File: src/rtl/button_cmd_pkg.sv
// Shared types and helpers for the button command scheduler.
//   cmd_op_t      : command code sent to the LED counter datapath
//   sched_state_t : scheduler FSM states
//   max3()        : elaboration-time helper for sizing the shared timer
//   prio_sel()    : fixed-priority button select (INC > DEC > SHL > CLR)
package button_cmd_pkg;

    typedef enum logic [1:0] {
        OP_INC = 2'd0,
        OP_DEC = 2'd1,
        OP_SHL = 2'd2,
        OP_CLR = 2'd3
    } cmd_op_t;

    typedef enum logic [2:0] {
        IDLE     = 3'd0,
        DEBOUNCE = 3'd1,
        ISSUE    = 3'd2,
        HELD     = 3'd3,
        RELEASE  = 3'd4
    } sched_state_t;

    function automatic int max3(input int a, input int b, input int c);
        int m;
        m = a;
        if (b > m) begin
            m = b;
        end else begin
            m = m;
        end
        if (c > m) begin
            m = c;
        end else begin
            m = m;
        end
        return m;
    endfunction

    // Lowest set bit wins; an all-zero vector maps to CLR but is never used
    // because the caller only selects when some button is active.
    function automatic cmd_op_t prio_sel(input logic [3:0] btn);
        cmd_op_t op;
        if (btn[0]) begin
            op = OP_INC;
        end else if (btn[1]) begin
            op = OP_DEC;
        end else if (btn[2]) begin
            op = OP_SHL;
        end else begin
            op = OP_CLR;
        end
        return op;
    endfunction

endpackage

File: src/rtl/button_cmd_sched.sv
// Button command scheduler: debounces four synchronized button levels,
// arbitrates between them, auto-repeats INC/DEC/SHL while held and hands
// each command to the counter over a valid/ready handshake.
//   clk          : system clock
//   rst_n        : asynchronous active-low reset
//   btn_in_i     : synchronized button levels [0]=INC [1]=DEC [2]=SHL [3]=CLR
//   cmd_ready_i  : counter accepts the pending command this cycle
//   cmd_valid_o  : command pending
//   cmd_op_o     : command code, stable while cmd_valid_o is high
//   busy_o       : scheduler is serving a press (not idle)
//   repeating_o  : at least one auto-repeat has issued for the current press
module button_cmd_sched
    import button_cmd_pkg::*;
#(
    parameter int DEBOUNCE_CYCLES = 1_000_000,
    parameter int REPEAT_DELAY    = 50_000_000,
    parameter int REPEAT_RATE     = 10_000_000
) (
    input  logic       clk,
    input  logic       rst_n,
    input  logic [3:0] btn_in_i,
    input  logic       cmd_ready_i,
    output logic       cmd_valid_o,
    output logic [1:0] cmd_op_o,
    output logic       busy_o,
    output logic       repeating_o
);

    localparam int TMAX = max3(DEBOUNCE_CYCLES, REPEAT_DELAY, REPEAT_RATE);
    localparam int TW   = $clog2(TMAX + 1);

    // Terminal counts are compared against the value before increment, so a
    // phase lasting N cycles ends when the timer reads N-1.
    localparam logic [TW-1:0] DEB_LAST  = TW'(DEBOUNCE_CYCLES - 1);
    localparam logic [TW-1:0] DLY_LAST  = TW'(REPEAT_DELAY - 1);
    localparam logic [TW-1:0] RATE_LAST = TW'(REPEAT_RATE - 1);
    localparam logic [TW-1:0] T_ZERO    = {TW{1'b0}};
    localparam logic [TW-1:0] T_SAT     = {TW{1'b1}};

    sched_state_t  state_q, state_d;
    logic [TW-1:0] timer_q, timer_d;
    cmd_op_t       sel_q, sel_d;
    logic          first_q, first_d;
    logic          rep_q, rep_d;
    logic          cmd_valid_q;
    cmd_op_t       cmd_op_q;
    logic          busy_q;

    logic [1:0]    sel_idx_s;
    logic          btn_sel_s;
    logic [TW-1:0] timer_inc_s;
    logic [TW-1:0] thr_last_s;

    assign sel_idx_s   = sel_q;
    assign btn_sel_s   = btn_in_i[sel_idx_s];
    // Timer saturates instead of wrapping (matters for a long-held CLR).
    assign timer_inc_s = (timer_q == T_SAT) ? timer_q : (timer_q + TW'(1));
    assign thr_last_s  = first_q ? DLY_LAST : RATE_LAST;

    // Next-state logic: press/release debounce, handshake and repeat timing.
    always_comb begin
        state_d = state_q;
        timer_d = timer_q;
        sel_d   = sel_q;
        first_d = first_q;
        rep_d   = rep_q;
        case (state_q)
            IDLE: begin
                if (btn_in_i != 4'b0000) begin
                    sel_d   = prio_sel(btn_in_i);
                    timer_d = T_ZERO;
                    state_d = DEBOUNCE;
                end else begin
                    state_d = IDLE;
                end
            end
            DEBOUNCE: begin
                if (!btn_sel_s) begin
                    state_d = IDLE;
                end else if (timer_q == DEB_LAST) begin
                    state_d = ISSUE;
                end else begin
                    timer_d = timer_inc_s;
                end
            end
            ISSUE: begin
                // Timer frozen here: a stalled counter delays repeats.
                if (cmd_ready_i) begin
                    timer_d = T_ZERO;
                    state_d = HELD;
                end else begin
                    state_d = ISSUE;
                end
            end
            HELD: begin
                if (!btn_sel_s) begin
                    timer_d = T_ZERO;
                    state_d = RELEASE;
                end else if ((sel_q != OP_CLR) && (timer_q == thr_last_s)) begin
                    first_d = 1'b0;
                    rep_d   = 1'b1;
                    state_d = ISSUE;
                end else begin
                    timer_d = timer_inc_s;
                end
            end
            RELEASE: begin
                if (btn_sel_s) begin
                    timer_d = T_ZERO;
                end else if (timer_q == DEB_LAST) begin
                    first_d = 1'b1;
                    rep_d   = 1'b0;
                    state_d = IDLE;
                end else begin
                    timer_d = timer_inc_s;
                end
            end
            default: begin
                state_d = IDLE;
            end
        endcase
    end

    // State, timer and registered outputs (outputs follow the next state).
    always_ff @(posedge clk or negedge rst_n) begin
        if (!rst_n) begin
            state_q     <= IDLE;
            timer_q     <= T_ZERO;
            sel_q       <= OP_INC;
            first_q     <= 1'b1;
            rep_q       <= 1'b0;
            cmd_valid_q <= 1'b0;
            cmd_op_q    <= OP_INC;
            busy_q      <= 1'b0;
        end else begin
            state_q     <= state_d;
            timer_q     <= timer_d;
            sel_q       <= sel_d;
            first_q     <= first_d;
            rep_q       <= rep_d;
            cmd_valid_q <= (state_d == ISSUE);
            if (state_d == ISSUE) begin
                cmd_op_q <= sel_d;
            end else begin
                cmd_op_q <= cmd_op_q;
            end
            busy_q      <= (state_d != IDLE);
        end
    end

    assign cmd_valid_o = cmd_valid_q;
    assign cmd_op_o    = cmd_op_q;
    assign busy_o      = busy_q;
    assign repeating_o = rep_q;

endmodule

File: config.mk
export PLATFORM = sky130hd
export DESIGN_NAME = button_cmd_sched
export DESIGN_NICKNAME = d
export VERILOG_FILES = /design/src/rtl/button_cmd_pkg.sv /design/src/rtl/button_cmd_sched.sv
export SDC_FILE = /design/constraint.sdc
export NUM_CORES = 1
export LEC_CHECK = 0
export ABC_AREA = 1
export CAP_MARGIN = 10
export CORE_UTILIZATION = 45
export DETAILED_ROUTE_END_ITERATION = 16
export HOLD_SLACK_MARGIN = 0.06
export PLACE_DENSITY_LB_ADDON = 0.05
export SLEW_MARGIN = 20
export SYNTH_ARGS = -nofsm -noshare
export SYNTH_HDL_FRONTEND = slang
export SYNTH_SLANG_ARGS = --single-unit
File: constraint.sdc
create_clock -name clk -period 3.1 [get_ports clk]
set_input_delay 0.62 -clock clk [delete_from_list [all_inputs] [get_ports clk]]
set_output_delay 0.62 -clock clk [all_outputs]
set_load 0.1 [all_outputs]
After elaboration in Yosys (flattened, before gate mapping)
Cells that the tools add are included.
- input bits: 7
- register bits after elaboration: 37
- word-level logic and storage cells: 71
- output and inout bits: 5
- add/sub/neg operators: 1
- $lt $le $gt $ge: 1
- mux-type cells: 36
- eq/ne operators: 17
- reduce and logical (&&, ||, !) cells: 8
- operator list (cell ; count):
    2-to-1 mux 26 bit ; 9
    one-hot mux 26 bit (5 select lines) ; 1
    adder 26 x 1 -> 26 bit, second input constant ; 1
    == test 26 x 20 -> 1 bit, second input constant ; 1
    == test 26 bit ; 1
    == test 26 bit, second input constant ; 1
    2-to-1 mux 3 bit ; 6
    inequality test 2 bit, second input constant ; 8
    one-hot mux 3 bit (5 select lines) ; 1
    2-to-1 mux 1 bit ; 12
    AND reduction 5 bit ; 2
    == test 3 x 2 -> 1 bit, second input constant ; 3
    2-to-1 mux 2 bit ; 4
    nonzero test 5 bit ; 1
    one-hot mux 1 bit (2 select lines) ; 2
    nonzero test 4 bit ; 1
    == test 3 x 1 -> 1 bit, second input constant ; 1
    == test 3 bit, second input constant ; 1
    logical NOT 3 bit ; 1
    less-than comparator 2 x 3 -> 1 bit, second input constant ; 1
    inequality test 3 bit, second input constant ; 1
    nonzero test 3 bit ; 1
    binary-select mux 1 bit (select 2 bit) ; 1
    nonzero test 2 bit ; 1
    logical AND 1 bit ; 1

Longest topological paths before layout
Gate-level depths: netlist (run 1).
- depth in word-level cells: 7
- depth in mapped cells: 13
- mapped depth without buffers: 13

Least setup slack after synthesis (run 1)
OpenSTA, ideal clock, no wires.
- kind: register to register
- start: register timer_q[0]
- end: register cmd_op_q[0] (netlist: cmd_op_o[0])
- period minus slack after synthesis: 1.724 ns
- data required time: 2.978 ns
- data arrival time: 1.601 ns
- setup time: 0.122 ns
- buffers on the path: 0
- setup slack: 1.376 ns
- stages on the path, launching flop included: 11
- path through: dfrtp_1 > ha_1 > nand3_2 > nor2_4 > nand3_2 > o21ai_1 > nand3_1 > nor2_4 > nand2_2 > nand2_1 > nand2_1
- cells in the longest elaborated chain, start to end: 6
- elaborated cells between the ends (all ways): 11
- those cells by class: eq/ne: 3; mux: 7; reduce/logical: 1
- RTL lines (element ; RTL line ; source):
    start: declaration ; button_cmd_sched.sv:41 ; logic [TW-1:0] timer_q, timer_d;
    start signal: assignment ; button_cmd_sched.sv:137 ; timer_q <= timer_d;
    == test 26 bit ; button_cmd_sched.sv:99 ; end else if ((sel_q != OP_CLR) && (timer_q == thr_last_s)) begin
    logical AND 1 bit ; button_cmd_sched.sv:99 ;
    2-to-1 mux 3 bit ; button_cmd_sched.sv:99 ;
    2-to-1 mux 3 bit ; button_cmd_sched.sv:96 ; if (!btn_sel_s) begin
    one-hot mux 3 bit (5 select lines) * ; button_cmd_sched.sv:67 ; case (state_q)
    == test 3 x 2 -> 1 bit * ; button_cmd_sched.sv:142 ; if (state_d == ISSUE) begin
    end signal: assignment ; button_cmd_sched.sv:143 ; cmd_op_q <= sel_d;
    end signal: assignment ; button_cmd_sched.sv:145 ; cmd_op_q <= cmd_op_q;
    end: declaration ; button_cmd_sched.sv:46 ; cmd_op_t cmd_op_q;
Every way passes the cells marked *; elsewhere a longest branch is shown, timed or not.
A chain may end at the register's enable or synchronous reset.

Worst setup path after layout (run 1)
- start: input port btn_in_i[2]
- end: register timer_q[16]
- cells in the longest elaborated chain, start to end: 4
- elaborated cells between the ends (all ways): 10
- those cells by class: eq/ne: 3; mux: 5; reduce/logical: 2
- RTL lines (element ; RTL line ; source):
    start: declaration ; button_cmd_sched.sv:21 ; input logic [3:0] btn_in_i,
    binary-select mux 1 bit (select 2 bit) ; button_cmd_sched.sv:55 ; assign btn_sel_s = btn_in_i[sel_idx_s];
    2-to-1 mux 1 bit (not written as such) ; button_cmd_sched.sv:55 ;
    inequality test 3 bit (no line) (tied with other cells) ; -- ;
    AND reduction 5 bit (no line) / one-hot mux 26 bit (5 select lines) (equally long branches) ; -- ;
Parallel ways exist; a longest one is shown, timed or not. The select of a mux whose other input is x is not followed.

==> results of run 1 <==
## cell type report
type                       instances  share of cell area
clock buffer                       7             0.02619
inverter                          62             0.07059
multi-input combinational        387              0.5647
sequential                        37              0.2812
tap                               77             0.02922
timing repair buffer              11             0.02808
## routing by layer
metal | global-route usage | vias to the layer above
li1 | - | 1595
met1 | 0.3796 | 1437
met2 | 0.4028 | 119
met3 | 0.04031 | 16
met4 | 0.06780 | 0
met5 | 0 | -
## registers in the layout, summed over array words and instances, names as in the netlist
name and cells:
timer_q 26, sel_idx_s 2, first_q 1, state_q 3
cmd_valid_o 1, repeating_o 1, busy_o 1, cmd_op_o 2
## power groups by stage
stage	clock (mW)	sequential, mW	combinational (mW)
global placement	0	0.575	0.772
floorplan	0	0.615	0.559
detailed placement	0	0.576	0.776
CTS	0.367	0.566	0.780
global route	0.390	0.572	0.857
finish	0.354	0.567	0.778
## placed cells by master, fill, tap and decap left out, drive strengths merged
cell type | synthesis | final
inv | 62 | 62
nor3 | 8 | 8
nor2 | 69 | 69
clkbuf | 0 | 7
a22oi | 2 | 2
nor4 | 1 | 1
dfstp | 1 | 1
dfrtp | 36 | 36
o211ai | 1 | 1
nand4 | 11 | 11
a31oi | 1 | 1
a21boi | 1 | 1
o21bai | 3 | 3
a21oi | 6 | 6
ha | 1 | 1
o31ai | 1 | 1
xor2 | 8 | 8
buf | 5 | 6
nand2 | 180 | 180
o21ai | 26 | 26
nand3 | 67 | 67
o21a | 1 | 1
clkdlybuf4s50 | 0 | 5
## cell usage after synthesis, drive strengths merged
| master | number | share of area |
|---|---|---|
| o31ai | 1 | 0.0025 |
| nor4 | 1 | 0.0020 |
| a31oi | 1 | 0.0020 |
| inv | 62 | 0.076 |
| nor3 | 8 | 0.013 |
| nand3 | 67 | 0.13 |
| o21bai | 3 | 0.0074 |
| dfstp | 1 | 0.0086 |
| o211ai | 1 | 0.0025 |
| xor2 | 8 | 0.023 |
| a21boi | 1 | 0.0025 |
| ha | 1 | 0.0041 |
| a22oi | 2 | 0.0094 |
| dfrtp | 36 | 0.29 |
| nor2 | 69 | 0.11 |
| buf | 5 | 0.013 |
| o21ai | 26 | 0.042 |
| a21oi | 6 | 0.011 |
| o21a | 1 | 0.0025 |
| nand2 | 180 | 0.23 |
| nand4 | 11 | 0.022 |
## cell families (layout without fill, tap and decap cells)
kind of cell             count (synthesis)  after routing  share of synthesized area
AND/OR/NAND/NOR                        336            336                     0.4990
adder cells (fa/ha/maj)                  1              1                   0.004086
flip-flops                              37             37                     0.3028
XOR/XNOR                                 8              8                    0.02289
buffers and inverters                   67             80                    0.08909
AO/OA/AOI/OAI                           42             42                    0.08214
## critical path: cells and delay by family
| family | cells | cell delay, ns |
|---|---|---|
| and+or+nand+nor | 7 | 0.90 |
| AOI/OAI and AO/OA | 1 | 0.08 |
| buffers and inverters | 3 | 0.90 |
## how the worst max path moves through the flow
stage	startpoint	endpoint	slack, ns	cells after the start
finish	btn_in_i[2]	timer_q[16]	0.80	11
global route	btn_in_i[3]	timer_q[17]	0.65	12
CTS	btn_in_i[2]	timer_q[16]	0.83	11
detailed placement	btn_in_i[2]	timer_q[16]	0.52	11
global placement	btn_in_i[3]	timer_q[16]	0.53	11
floorplan	timer_q[0]	cmd_op_o[0]	1.38	10
## metrics by stage
stage | hold WS (ns) | area (um^2) | total power [mW] | worst slack (ns) | std cells
global placement | 0.4569 | 3211 | 1.347 | 0.5304 | 574
detailed placement | 0.4658 | 3211 | 1.352 | 0.5231 | 574
floorplan | 0.3244 | 3062 | 1.175 | 1.376 | 491
global route | 0.5231 | 3297 | 1.820 | 0.6528 | 581
CTS | 0.4693 | 3297 | 1.713 | 0.8333 | 581
finish | 0.4464 | 3297 | 1.699 | 0.8004 | 581
==> flow_summary.toml, run 1 <==
[clocking]
clock_path_buffers = 2
cts_tree = "built"
root_buffer = "clkbuf_8"
numClockSinks = 37
clk_pin_slew_ns = 0.08
cts_hold_buf = 0
cts_buffers = 5
ctsResizeCount = 0
clk_latency_ns = 0.29
htreeDepth = 2
cts_setup_buffers = 0

[floorplan]
core_mm2 = 0.006459
dieHeight_um = 84.49
initial_core_util = 0.4740
die_x_um = 84.49
rows = 29
dieArea_mm2 = 0.007138
ios = 12

[final_layout]
postLayoutCoreUtil = 0.5105
antenna-diode-count = 0
fillers = 669
seq_area_um2 = 927.1
layout-drive-gt1-share = 0.1091
multi_input_area_mm2 = 0.001862
areaGrowthSynthToFinish_pct = 7.683
num-nets-final = 512

[critical_path]
cp.required_ns = 3.32
worst_setup_path_start_kind = "input port"
slowest_stage = "clkdlybuf4s50_1"
r2r_cells = 11
crit_chain = "clkdlybuf4s50_1 -> nand2_1 -> nand3_2 -> nand4_1 -> inv_1 -> nand3_2 -> nand2_4 -> inv_2 -> nand2_1 -> nand2_1 -> o21ai_1"
worstReg2RegStart = "timer_q[0]"
critical_path_class = "in2reg"
slowest_delay_ns = 0.53
end_kind = "register"
cp_max_fo = 19
cp_data_arrival_time_ns = 2.52
crit_top_cell = "nand2_1"
r2r-end = "timer_q[16]"
rrSetupSlack_ns = 0.87

[synth]
synth_cells = 491
synth.cell_area_mm2 = 0.003062
syn_nets = 499
yosysSeqAreaShare = 0.3028
avgSynthCellArea_um2 = 6.236
synth-seq-cells = 37
yosysWarnings = 0
ys_types = 33

[global_routing]
antenna_found_initial = 0
grt_remaining_overflow = 0
grt_usage = 0.2605
grt_pass1_wl_mm = 14.54
first_global_vias = 2897
grt_max_degree = 38

[power]
leakage_nw = 1.623
clockPowerShare = 0.208
sw_frac_of_total = 0.4718
p_per_area_mw_per_mm2 = 515.2
internal_power_mw = 0.8971
peakVddDrop_v = 0.0003744
p_switching_mw = 0.8015
pwr-share-comb = 0.458
seqPwrFrac = 0.334

[place]
place_congestion = 1.001
post-dp-hpwl_mm = 6.765
port_buffers = 11

[timing]
rsz0062_at_grt = "false"
worst_pin_slew_ns = 0.8894
timing.setup.tns_ns = 0
finalSetupViolCount = 0
fin_skew_ns = 0.005991
finalMaxSlewViolations = 0
finalHoldViolations = 0
post-route-period-util = 0.7418
layout_min_cycle_time_ns = 2.300
fmax_mhz = 434.9
slew_headroom = 0.4071

[route]
drt-met1-wl_mm = 4.389
drtPass1Iterations = 5
top_layer = "met4"
met3WireLength_um = 514
wl_mm = 8.761
routedWlPerCell_um = 15.08
drc = 0
num_vias = 3167
via_per_inst = 5.451
initialDrtViolationCount = 291
met2WireLength_mm = 3.700
antenna_left = 0

[status]
outcome = "finished, final reports clean"

[hold_path]
hold_path.class = "in2async"

[run]
maxCapViolations = 0
Power figures use the tool's default switching activity.
==> run 2: changes to the inputs <==
==> constraint.sdc (replaced) <==
create_clock -name clk -period 2.21 [get_ports clk]
set_input_delay 0.442 -clock clk [delete_from_list [all_inputs] [get_ports clk]]
set_output_delay 0.442 -clock clk [all_outputs]
set_load 0.1 [all_outputs]
==> run 2 against run 1 <==
- sequential cell count stayed put
- die area stayed put
- combinational power is 57% higher
- first-iteration DRC count is 33% higher
- clock power is 42% higher
- worst setup slack worse by 0.61 ns
- highest routed layer unchanged
==> flow_summary.toml, run 2 (synthesis gave the netlist of run 1 again) <==
[final_layout]
reg.largest.list = "timer_q x26, state_q x3"
max_flop_register = "timer_q"
largest_reg_flops = 26
num-nets-final = 528
final_common_cell = "nand2_1"
layout-drive-gt1-share = 0.1401
mostFrequentLayoutCells = "nand2_1, nand3_1, nor2_1"
fillers = 696
antenna-diode-count = 0
areaGrowthSynthToFinish_pct = 11.93

[timing]
fmax_mhz = 495.9
fin_skew_ns = 0.01367
rsz0062_at_grt = "false"
finalSetupViolCount = 0
layout_min_cycle_time_ns = 2.016
finalHoldViolations = 0
slew_headroom = 0.5853
post-route-period-util = 0.9124
timing.setup.tns_ns = 0
worst_pin_slew_ns = 0.6173
finalMaxSlewViolations = 0

[power]
p_per_area_mw_per_mm2 = 733.0
peakVddDrop_v = 0.0004869
leakage_nw = 1.714
power_mw = 2.512

[route]
drt-met1-wl_mm = 4.257
routedWlPerCell_um = 15.11
num_vias = 3240
top_layer = "met4"
via_per_inst = 5.418
met3WireLength_um = 659
drtPass1Iterations = 5
met2WireLength_mm = 3.990
initialDrtViolationCount = 386
wl_mm = 9.034
antenna_left = 0
drc = 0

[floorplan]
ios = 12
rows = 29
die_x_um = 84.49
initial_core_util = 0.4740
dieHeight_um = 84.49
dieArea_mm2 = 0.007138
core_mm2 = 0.006459

[critical_path]
worst_setup_path_start_kind = "register"
cp_max_fo = 13
critical_path_class = "reg2reg"
end_kind = "register"
cp.required_ns = 2.45
cp_data_arrival_time_ns = 2.26

[place]
place_congestion = 0.9363
port_buffers = 11
post-dp-hpwl_mm = 7.121

[status]
outcome = "finished, final reports clean"

[global_routing]
grt_usage = 0.2770
antenna_found_initial = 0
first_global_vias = 3109
grt_pass1_wl_mm = 15.41
grt_remaining_overflow = 0
grt_max_degree = 24

[clocking]
root_buffer = "clkbuf_8"
cts_tree = "built"
cts_buffers = 5
clk_pin_slew_ns = 0.09
clk_latency_ns = 0.31
numClockSinks = 37
clock_path_buffers = 2
htreeDepth = 2

[run]
maxCapViolations = 0

[hold_path]
hold_path.class = "reg2reg"
## run 2: layout make-up
class	count	area (um^2)	share of cell area
Multi-Input combinational cell	387	1869	0.5455
Sequential cell	37	927.1	0.2705
Inverter	62	232.7	0.06791
Timing Repair Buffer	27	215.2	0.06280
Tap cell	77	96.34	0.02811
Clock buffer	5	68.82	0.02008
Clock inverter	3	17.52	0.005111
## run 2: timing repair
action,CTS,global route
hold buffers,1,0
setup endpoints to repair,0,8
gates resized for setup,0,2
endpoints found under the hold margin,13,0
buffers inserted,0,0
## run 2: routing by layer
layer	global-route usage	vias to the layer above
met3	0.03245	12
li1	-	1629
met5	0	-
met4	0.06626	0
met2	0.4331	126
met1	0.4090	1473
## run 2: path summary, 6_finish.rpt
kind                        startpoint          end  slack, ns  cells past startpoint
setup / recovery           timer_q[12]  timer_q[14]       0.19                     10
hold / removal             repeating_o  repeating_o       0.48                      2
setup reg to reg           timer_q[12]  timer_q[14]       0.19                     10
hold reg to reg            repeating_o  repeating_o       0.48                      2
max in group asynchronous        rst_n      first_q       0.94                      3
min in group asynchronous        rst_n   timer_q[4]       0.57                      2
## run 2: through the flow
stage	setup WS [ns]	utilization	area [um^2]	hold slack [ns]	instances
final	0.1936	0.5306	3427	0.4779	598
after global routing	0.002857	0.5306	3427	0.5207	598
after CTS	0.1246	0.5294	3420	0.4884	598
after detailed placement	0.02431	0.5145	3323	0.3783	589
after global placement	0.05812	0.5145	3323	0.3792	589
after floorplan	0.4864	-	3062	0.1464	491
## run 2: power by group
| group | internal, mW | switching (mW) | total (mW) | leakage (nW) |
|---|---|---|---|---|
| sequential | 0.736 | 0.0556 | 0.792 | 0.502 |
| clock | 0.218 | 0.285 | 0.503 | 0.0439 |
| combinational | 0.360 | 0.857 | 1.22 | 1.17 |
## run 2: critical path: stages, from the launching register on
cell,delay [ns]
dfrtp_1,0.51
nand2_2,0.15
nor2_2,0.29
nand2_2,0.11
nor2_4,0.23
nand2_4,0.16
nand2_1,0.17
nand3_1,0.09
nand3_1,0.12
nand2_1,0.05
o21ai_1,0.06
